**config.mk**
```make
export PLATFORM = sky130hd
export DESIGN_NAME = new_flow_installer_flat
export DESIGN_NICKNAME = d
export VERILOG_FILES = /design/src/rtl/new_flow_installer_pkg.sv /design/src/rtl/new_flow_installer_if.sv /design/src/rtl/new_flow_install_fifo.sv /design/src/rtl/new_flow_installer.sv /design/src/flat_wrapper.sv
export SDC_FILE = /design/constraint.sdc
export NUM_CORES = 1
export LEC_CHECK = 0
export ABC_AREA = 1
export CORE_MARGIN = 4
export CORE_UTILIZATION = 50
export DETAILED_ROUTE_END_ITERATION = 10
export GPL_ROUTABILITY_DRIVEN = 0
export HOLD_SLACK_MARGIN = 0.03
export PLACE_DENSITY = 0.72
export SYNTH_ARGS = -nofsm -noshare
export SYNTH_HDL_FRONTEND = slang
export SYNTH_SLANG_ARGS = --single-unit
```
**constraint.sdc**
```tcl
create_clock -name clk -period 3.8 [get_ports clk]
set_input_delay 0.38 -clock clk [delete_from_list [all_inputs] [get_ports clk]]
set_output_delay 0.38 -clock clk [all_outputs]
set_load 0.01 [all_outputs]
```
**src/rtl/new_flow_installer_pkg.sv**
```systemverilog
// new_flow_installer_pkg
// Shared types for the new-flow installer: field widths, the lookup-table
// entry type, the buffered notification record and the install FSM states.
package new_flow_installer_pkg;

   localparam int FLOW_ID_W               = 4;
   localparam int FLOW_LOOKUP_ENTRY_WIDTH = 16;
   localparam int ACK_NUM_WIDTH           = 32;
   localparam int NUM_FLOWS               = 1 << FLOW_ID_W;

   typedef logic [FLOW_LOOKUP_ENTRY_WIDTH-1:0] flow_lookup_entry;

   typedef struct packed {
      logic [FLOW_ID_W-1:0]     flowid;
      flow_lookup_entry         lookup_entry;
      logic [ACK_NUM_WIDTH-1:0] init_ack_num;
   } new_flow_install_rec;

   typedef enum logic [1:0] {
      ST_IDLE      = 2'd0,
      ST_WR_LOOKUP = 2'd1,
      ST_WR_STATE  = 2'd2
   } install_state_e;

endpackage

```
**src/rtl/new_flow_installer_if.sv**
```systemverilog
// new_flow_installer_if
// Table-write handshakes driven by the installer.
//   lookup_wr_val/rdy, lookup_wr_flowid, lookup_wr_entry : flow lookup table write
//   state_init_val/rdy, state_init_flowid, state_init_ack_num : per-flow state init
// master = installer side, slave = table side.
interface new_flow_installer_if;
   import new_flow_installer_pkg::*;

   logic                     lookup_wr_val;
   logic                     lookup_wr_rdy;
   logic [FLOW_ID_W-1:0]     lookup_wr_flowid;
   flow_lookup_entry         lookup_wr_entry;

   logic                     state_init_val;
   logic                     state_init_rdy;
   logic [FLOW_ID_W-1:0]     state_init_flowid;
   logic [ACK_NUM_WIDTH-1:0] state_init_ack_num;

   modport master (
      output lookup_wr_val, lookup_wr_flowid, lookup_wr_entry,
      input  lookup_wr_rdy,
      output state_init_val, state_init_flowid, state_init_ack_num,
      input  state_init_rdy
   );

   modport slave (
      input  lookup_wr_val, lookup_wr_flowid, lookup_wr_entry,
      output lookup_wr_rdy,
      input  state_init_val, state_init_flowid, state_init_ack_num,
      output state_init_rdy
   );

endinterface

```
**src/rtl/new_flow_install_fifo.sv**
```systemverilog
// new_flow_install_fifo
// Synchronous show-ahead FIFO of new_flow_install_rec.
//   clk, rst         : clock, synchronous active-high reset (flushes pointers)
//   push, push_data  : write strobe and record (caller guarantees room)
//   pop              : advance head (caller guarantees non-empty)
//   head             : record at the head of the queue
//   full, empty      : occupancy flags
module new_flow_install_fifo
   import new_flow_installer_pkg::*;
#(
   parameter int DEPTH = 4
) (
   input  logic                clk,
   input  logic                rst,
   input  logic                push,
   input  new_flow_install_rec push_data,
   input  logic                pop,
   output new_flow_install_rec head,
   output logic                full,
   output logic                empty
);

   localparam int AW = $clog2(DEPTH);

   new_flow_install_rec mem [DEPTH];
   // Extra MSB distinguishes full from empty when the index bits match.
   logic [AW:0] wr_ptr;
   logic [AW:0] rd_ptr;

   assign empty = (wr_ptr == rd_ptr);
   assign full  = (wr_ptr[AW] != rd_ptr[AW]) && (wr_ptr[AW-1:0] == rd_ptr[AW-1:0]);
   assign head  = mem[rd_ptr[AW-1:0]];

   always_ff @(posedge clk) begin
      if (rst) begin
         wr_ptr <= '0;
         rd_ptr <= '0;
      end else begin
         if (push) wr_ptr <= wr_ptr + 1'b1;
         if (pop)  rd_ptr <= rd_ptr + 1'b1;
      end
   end

   always_ff @(posedge clk) begin
      if (push) mem[wr_ptr[AW-1:0]] <= push_data;
   end

endmodule

```
**src/rtl/new_flow_installer.sv**
```systemverilog
// new_flow_installer
// Buffers new-flow notifications and installs each one by writing the lookup
// table and then initialising per-flow receive state. Keeps an active-flow
// bitmap for duplicate rejection and an install counter.
//   clk, rst                   : clock, synchronous active-high reset
//   new_flow_*                 : notification strobe and payload (no backpressure)
//   flow_free_val/flowid       : teardown strobe, clears the flow's active bit
//   tbl                        : lookup write / state init handshakes (master)
//   install_done, dup_drop     : single-cycle event pulses
//   overflow_err               : sticky, a notification was lost to a full FIFO
//   install_cnt                : completed installs, wraps
//
// state        | meaning
// ST_IDLE      | no install in flight; pops the FIFO head when present
// ST_WR_LOOKUP | lookup table write offered, waiting for lookup_wr_rdy
// ST_WR_STATE  | state init offered, waiting for state_init_rdy
module new_flow_installer
   import new_flow_installer_pkg::*;
#(
   parameter int FIFO_DEPTH = 4
) (
   input  logic                     clk,
   input  logic                     rst,
   input  logic                     new_flow_val,
   input  logic [FLOW_ID_W-1:0]     new_flow_flowid,
   input  flow_lookup_entry         new_flow_lookup_entry,
   input  logic [ACK_NUM_WIDTH-1:0] new_flow_init_ack_num,
   input  logic                     flow_free_val,
   input  logic [FLOW_ID_W-1:0]     flow_free_flowid,
   new_flow_installer_if.master     tbl,
   output logic                     install_done,
   output logic                     dup_drop,
   output logic                     overflow_err,
   output logic [31:0]              install_cnt
);

   install_state_e      state_q, state_d;
   new_flow_install_rec work_q;
   new_flow_install_rec head;
   new_flow_install_rec push_rec;
   logic [NUM_FLOWS-1:0] active_bitmap;
   logic fifo_full, fifo_empty;
   logic push, pop, load_work;

   assign push_rec = '{flowid:       new_flow_flowid,
                       lookup_entry: new_flow_lookup_entry,
                       init_ack_num: new_flow_init_ack_num};

   // A pop in the same cycle frees the slot, so a full FIFO still accepts.
   assign push = new_flow_val && !rst && (!fifo_full || pop);

   new_flow_install_fifo #(.DEPTH(FIFO_DEPTH)) u_fifo (
      .clk       (clk),
      .rst       (rst),
      .push      (push),
      .push_data (push_rec),
      .pop       (pop),
      .head      (head),
      .full      (fifo_full),
      .empty     (fifo_empty)
   );

   assign tbl.lookup_wr_val      = (state_q == ST_WR_LOOKUP);
   assign tbl.lookup_wr_flowid   = work_q.flowid;
   assign tbl.lookup_wr_entry    = work_q.lookup_entry;
   assign tbl.state_init_val     = (state_q == ST_WR_STATE);
   assign tbl.state_init_flowid  = work_q.flowid;
   assign tbl.state_init_ack_num = work_q.init_ack_num;

   always_comb begin
      state_d      = state_q;
      pop          = 1'b0;
      load_work    = 1'b0;
      install_done = 1'b0;
      dup_drop     = 1'b0;
      case (state_q)
         ST_IDLE: begin
            pop = !rst && !fifo_empty;
         end
         ST_WR_LOOKUP: begin
            if (tbl.lookup_wr_rdy) state_d = ST_WR_STATE;
         end
         ST_WR_STATE: begin
            if (tbl.state_init_rdy && !rst) begin
               install_done = 1'b1;
               state_d      = ST_IDLE;
               // Pop the next head straight away to sustain one install per 2 cycles.
               pop          = !fifo_empty;
            end
         end
         default: state_d = ST_IDLE;
      endcase
      if (pop) begin
         // Registered bitmap only: entries still queued are not cross-checked.
         if (active_bitmap[head.flowid]) begin
            dup_drop = 1'b1;
         end else begin
            load_work = 1'b1;
            state_d   = ST_WR_LOOKUP;
         end
      end
   end

   always_ff @(posedge clk) begin
      if (rst) begin
         state_q       <= ST_IDLE;
         work_q        <= '0;
         active_bitmap <= '0;
         install_cnt   <= '0;
         overflow_err  <= 1'b0;
      end else begin
         state_q <= state_d;
         if (load_work) work_q <= head;
         if (install_done) begin
            active_bitmap[work_q.flowid] <= 1'b1;
            install_cnt                  <= install_cnt + 32'd1;
         end
         // Later assignment wins: a free in the completion cycle leaves the bit clear.
         if (flow_free_val) active_bitmap[flow_free_flowid] <= 1'b0;
         if (new_flow_val && fifo_full && !pop) overflow_err <= 1'b1;
      end
   end

endmodule

```
**src/flat_wrapper.sv**
```systemverilog
// flat-port wrapper written by rule: the top's interface ports become plain ports
module new_flow_installer_flat import new_flow_installer_pkg::*;
#(
   parameter int FIFO_DEPTH = 4
)
  (clk, rst, new_flow_val, new_flow_flowid, new_flow_lookup_entry, new_flow_init_ack_num, flow_free_val, flow_free_flowid, install_done, dup_drop, overflow_err, install_cnt, tbl_lookup_wr_val, tbl_lookup_wr_flowid, tbl_lookup_wr_entry, tbl_lookup_wr_rdy, tbl_state_init_val, tbl_state_init_flowid, tbl_state_init_ack_num, tbl_state_init_rdy);
  new_flow_installer_if tbl_i ();
  input  logic clk;
  input  logic rst;
  input  logic new_flow_val;
  input  logic [FLOW_ID_W-1:0] new_flow_flowid;
  input  flow_lookup_entry new_flow_lookup_entry;
  input  logic [ACK_NUM_WIDTH-1:0] new_flow_init_ack_num;
  input  logic flow_free_val;
  input  logic [FLOW_ID_W-1:0] flow_free_flowid;
  output logic install_done;
  output logic dup_drop;
  output logic overflow_err;
  output logic [31:0] install_cnt;
  output wire logic [$bits(tbl_i.lookup_wr_val)-1:0] tbl_lookup_wr_val;
  output wire logic [$bits(tbl_i.lookup_wr_flowid)-1:0] tbl_lookup_wr_flowid;
  output wire logic [$bits(tbl_i.lookup_wr_entry)-1:0] tbl_lookup_wr_entry;
  input wire logic [$bits(tbl_i.lookup_wr_rdy)-1:0] tbl_lookup_wr_rdy;
  output wire logic [$bits(tbl_i.state_init_val)-1:0] tbl_state_init_val;
  output wire logic [$bits(tbl_i.state_init_flowid)-1:0] tbl_state_init_flowid;
  output wire logic [$bits(tbl_i.state_init_ack_num)-1:0] tbl_state_init_ack_num;
  input wire logic [$bits(tbl_i.state_init_rdy)-1:0] tbl_state_init_rdy;
  assign tbl_lookup_wr_val = tbl_i.lookup_wr_val;
  assign tbl_lookup_wr_flowid = tbl_i.lookup_wr_flowid;
  assign tbl_lookup_wr_entry = tbl_i.lookup_wr_entry;
  assign tbl_i.lookup_wr_rdy = tbl_lookup_wr_rdy;
  assign tbl_state_init_val = tbl_i.state_init_val;
  assign tbl_state_init_flowid = tbl_i.state_init_flowid;
  assign tbl_state_init_ack_num = tbl_i.state_init_ack_num;
  assign tbl_i.state_init_rdy = tbl_state_init_rdy;
  new_flow_installer #(.FIFO_DEPTH(FIFO_DEPTH)) u_core (.clk(clk), .rst(rst), .new_flow_val(new_flow_val), .new_flow_flowid(new_flow_flowid), .new_flow_lookup_entry(new_flow_lookup_entry), .new_flow_init_ack_num(new_flow_init_ack_num), .flow_free_val(flow_free_val), .flow_free_flowid(flow_free_flowid), .tbl(tbl_i), .install_done(install_done), .dup_drop(dup_drop), .overflow_err(overflow_err), .install_cnt(install_cnt));
endmodule
```
Word level (Yosys, flattened, before mapping) --
Memories as Yosys holds them, arrays and structs flattened. A register that Yosys moved wholly into a read port is not among the register bits. Cells that the tools add are included.
Storage, ports and cells: register bits after elaboration 109, RAM bits 208, word-level logic and storage cells 67, memories kept 1
Memory list:
- u_core.u_fifo.mem | depth 4, width 52, rd ports 1, clocked after Yosys merged registers in 1, wr ports 1, line new_flow_install_fifo.sv:25 | new_flow_install_rec mem [DEPTH];
Cells by class: add/subtract/negate cells 3, magnitude comparators 5, equality and inequality tests 5, muxes and demuxes 26, bitwise operators 3, reductions and logical operators 15
Operators with widths (count):
- two-way mux 16 bit | 3
- adder 32 x 1 -> 32 bit, second input constant | 1
- AND 16 bit | 1
- NOT 16 bit | 1
- bitwise OR 16 bit | 1
- < comparator 4 x 5 -> 1 bit, second input constant | 3
- two-way mux 1 bit | 12
- two-way mux 2 bit | 6
- logical AND 1 bit | 9
- demux 1 bit (select 4 bit) | 2
- >= comparator 4 x 1 -> 1 bit, second input constant | 2
- adder 3 x 1 -> 3 bit, second input constant | 2
- case mux 2 bit (3 select lines) | 1
- binary-select mux 1 bit (select 4 bit) | 1
- logical NOT 1 bit | 4
- equality test 3 bit | 1
- equality test 2 x 1 -> 1 bit, second input constant | 1
- equality test 2 bit | 1
- equality test 2 bit, second input constant | 1
- logical NOT 2 bit | 1
- case mux 1 bit (2 select lines) | 1
- logical OR 1 bit | 1
- != test 1 bit | 1

Logic depth before layout (Yosys ltp) --
depth in word-level cells 9, depth in mapped cells 13, gate-level depth less buffers 12

Cells and area by module --
Synthesis repeated with hierarchy kept, for this count alone.
Second synthesis, totals: cells, all modules 1347, area, all modules 13691.9 um^2
By module, submodules not included:
- new_flow_install_fifo | instances 1, cells an instance 660, area each 8942.3 um^2
- new_flow_installer | instances 1, cells an instance 687, area each 4749.6 um^2

Worst setup path after synthesis --
Ideal clock, no wire load.
path kind input to register, from in tbl_state_init_rdy, to mem u_core.u_fifo.mem[0][0] (netlist name), enable pin, arrival 3.377 ns, path slack -0.039 ns, stages on the path 8, cells stage by stage inv_1 > a211oi_1 > nand2_1 > inv_1 > o21ai_1 > inv_1 > nand2_1 > nor2_1
On the way: longest elaborated chain between the ends 7
Ends and longest elaborated chain:
- start: declaration | line flat_wrapper.sv:27 | input wire logic [$bits(tbl_i.state_init_rdy)-1:0] tbl_state_init_rdy;
- logical AND 1 bit | line new_flow_installer.sv:84 | if (tbl.state_init_rdy && !rst) begin
- two-way mux 1 bit | line new_flow_installer.sv:84
- case mux 1 bit (2 select lines) | line new_flow_installer.sv:76 | case (state_q)
- logical OR 1 bit | line new_flow_installer.sv:50 | assign push = new_flow_val && !rst && (!fifo_full || pop);
- logical AND 1 bit | line new_flow_installer.sv:50
- two-way mux 1 bit | line new_flow_install_fifo.sv:45 | if (push) mem[wr_ptr[AW-1:0]] <= push_data;
- two-way mux 1 bit (not written as such) | line new_flow_install_fifo.sv:45
- end: declaration | line new_flow_install_fifo.sv:25
Every way passes these cells.

==> flow_summary.json <==
{
  "required_ns": 3.42,
  "finalClockSkew_ns": 0.01309,
  "yosys.area.top_type_share_pct": 47.98,
  "port_buffers": 154,
  "p_seq_share_pct": 43.3,
  "netlist_instances": 1299,
  "async_reset_ff_share_pct": 0,
  "place_hpwl_mm": 18.13,
  "post-route-period-util_pct": 89.25,
  "vdd_drop_max_mv": 0.3895,
  "placementRows": 58,
  "worstPathArrival_ns": 3.01,
  "cp_common_cell": "nand3_1",
  "hold_depth": 3,
  "max_freq_mhz": 294.8,
  "synth.most_common_cell": "nand2_1",
  "final_util_pct": 62.70,
  "wl_per_cell_um": 16.41,
  "critPathCaptureType": "output port",
  "core_mm2": 0.02540,
  "yosys.area.top_type": "edfxtp_1",
  "ctsHoldBuffers": 0,
  "ant_nets": 0,
  "fp.dieH_um": 169.4,
  "r2r_end": "u_core.tbl.state_init_ack_num[4]",
  "io_pins": 155,
  "yosys-top-cells-area": "edfxtp_1 48%, dfxtp_1 17%, nand2_1 7.5%",
  "slew_viol_final": 0,
  "pre_cts_ws_ns": 0.7402,
  "vias": 9465,
  "power_density_mw_per_mm2": 592.3,
  "cts_root_buffer": "clkbuf_16",
  "synthFlopType": "edfxtp_1",
  "switchingPower_w": 0.002735,
  "clkPwrFrac_pct": 33.4,
  "holdPathEnd": "u_core.state_q[1]",
  "ys_top_cells_by_count": "259 x nand2_1, 208 x edfxtp_1, 182 x nor2_1",
  "fin_area_mm2": 0.01593,
  "setup_viol": 0,
  "slowest_stage": "clkdlybuf4s50_1",
  "worst_pin_slew_ns": 0.8900,
  "p_leak_nw": 5.966,
  "track_usage_pct": 20.11,
  "antenna_found_initial": 0,
  "areaGrowthSynthToFinish_pct": 22.34,
  "power_frac_comb_pct": 23.3,
  "clockBufferDepth": 3,
  "cts_resized": 0,
  "max_slew_margin_pct": 40.67,
  "mappedNetlistArea_mm2": 0.01302,
  "setup_slack_ns": 0.4084,
  "cts_sinks": 319,
  "start_util_pct": 51.25,
  "regToRegSetupSlack_ns": 0.83,
  "worstPathCellList": "buf_4, nand2_1, nand3_4, nand2_4, nand2_1, nand3_1, nand3_1, nand3_1, a21oi_1, clkdlybuf4s50_1",
  "syn_area_per_cell_um2": 10.02,
  "path_clk_slew_ns": 0.07,
  "first_iter_violations": 772,
  "synth_warnings": 0,
  "wl_mm": 29.43,
  "cts_tree": "done",
  "grt_pass1_wl_mm": 46.96,
  "cap_violations": 0,
  "cts.htree.levels": 1,
  "startpoint_type": "flop",
  "synth_cell_types": 32,
  "holdCritStartpoint": "tbl_lookup_wr_rdy",
  "syn_nets": 1367,
  "via_per_inst": 5.279,
  "first_global_vias": 9214,
  "remaining_drc_errors": 0,
  "status": "finished, final reports clean",
  "rsz0062_at_grt": "false",
  "slowest_delay_ns": 0.61,
  "gr-total-overflow": 0,
  "path_class": "flop to output port",
  "yosysSeqAreaShare_pct": 65.05,
  "diodes": 0,
  "grt_max_degree": 83,
  "drtPass1Iterations": 5,
  "fin_crit_ns": 3.392,
  "numCtsBuffers": 31,
  "design.die.area_mm2": 0.02868,
  "power_w": 0.009432,
  "hold_violations": 0,
  "clkLatencyLatePin_ns": 0.57,
  "swShare_pct": 29.00,
  "postCtsSetupRepairBufs": 0,
  "ff2ff_path_depth": 14,
  "nNetsFinal": 1506,
  "dpl_cell_area_mm2": 0.01487,
  "synth_seq_cells": 319,
  "die_w_um": 169.4,
  "cp_max_fo": 43,
  "min_path_type": "input port to flop",
  "p_int_w": 0.006697,
  "drive_gt1_share_pct": 5.605,
  "synth_edf_count": 208
}
-- cells by family after synthesis --
group,synth area share [%]
XOR/XNOR,0.9419
flip-flops,65.05
AND/OR/NAND/NOR,17.70
buffers and inverters,6.709
AO/OA/AOI/OAI,9.025
adder cells (fa/ha/maj),0.5767
-- stage by stage --
stage / hold slack (ns) / instances / setup TNS [ns]
after floorplan: 0.4278 / 1299 / -8.123
after global placement: 0.4564 / 1735 / 0
after detailed placement: 0.4560 / 1735 / 0
after CTS: 0.4033 / 1793 / 0
after global routing: 0.4408 / 1793 / 0
final: 0.4178 / 1793 / 0
-- worst max-delay path: cells and delay by family (launching register included) --
kind	cells	cell delay [ns]
AO/OA/AOI/OAI	1	0.27
buffers and inverters	2	1.00
flip-flops	1	0.35
AND/OR/NAND/NOR	7	0.82
-- worst max path at each step --
stage / slack [ns] / endpoint / depth (start not counted)
2_1_floorplan: -0.04 / u_core.u_fifo.mem[0][0] / 8
3_3_place_gp: 0.82 / u_core.u_fifo.mem[3][18] / 10
3_5_place_dp: 0.74 / u_core.u_fifo.mem[3][13] / 10
4_1_cts: 0.34 / dup_drop / 10
5_1_grt: 0.15 / dup_drop / 10
6_report: 0.41 / dup_drop / 10
-- metal layers --
metal	up-vias	wire [um]	global-route usage, %
met1	4480	12810	27.08
li1	4652	-	-
met2	289	14180	34.40
met4	0	525	5.355
met3	44	1915	3.028
met5	-	0	0
-- placed cells by master, fill, tap and decap left out, types with 5 or more instances in the layout --
cell             instances
clkbuf_8                 5
edfxtp_1               208
clkbuf_1                 6
a21oi_1                 61
clkbuf_16               31
nand3b_1                 8
o22ai_1                 23
xor2_1                  10
buf_4                   16
nand4_1                 32
nand3_1                 36
clkdlybuf4s50_1        154
o21ai_0                 75
ha_1                     6
nor2_1                 178
nor3_1                  26
a31oi_1                  5
dfxtp_1                110
inv_1                  141
a32o_1                  26
clkinv_2                 7
nand2_1                259
-- cell type report --
class                           count  area (um^2)
Fill cell                        2035         9474
Sequential cell                   319         8472
Tap cell                          330        412.9
Inverter                          145        545.5
Clock buffer                       42        867.1
Clock inverter                     16        192.7
Timing Repair Buffer              173         1722
Multi-Input combinational cell    768         3714
-- sequential cells by signal, summed over array words and instances (netlist names), named ones only --
name                           flops
u_core.tbl.lookup_wr_flowid        4
u_core.tbl.lookup_wr_entry        16
u_core.active_bitmap              16
u_core.tbl.state_init_ack_num     32
u_core.install_cnt                32
u_core.overflow_err                1
u_core.state_q                     2
u_core.u_fifo.rd_ptr               3
u_core.u_fifo.wr_ptr               3
u_core.u_fifo.mem                208
-- power by group through the flow --
stage	clock (W)	sequential, W	combinational (W)
detailed placement	0	0.00416	0.00219
global route	0.00334	0.00412	0.00245
CTS	0.00321	0.00409	0.00221
global placement	0	0.00415	0.00215
finish	0.00315	0.00409	0.00219
floorplan	0	0.00422	0.00131
Note: power is estimated with default switching activity, not from simulation.
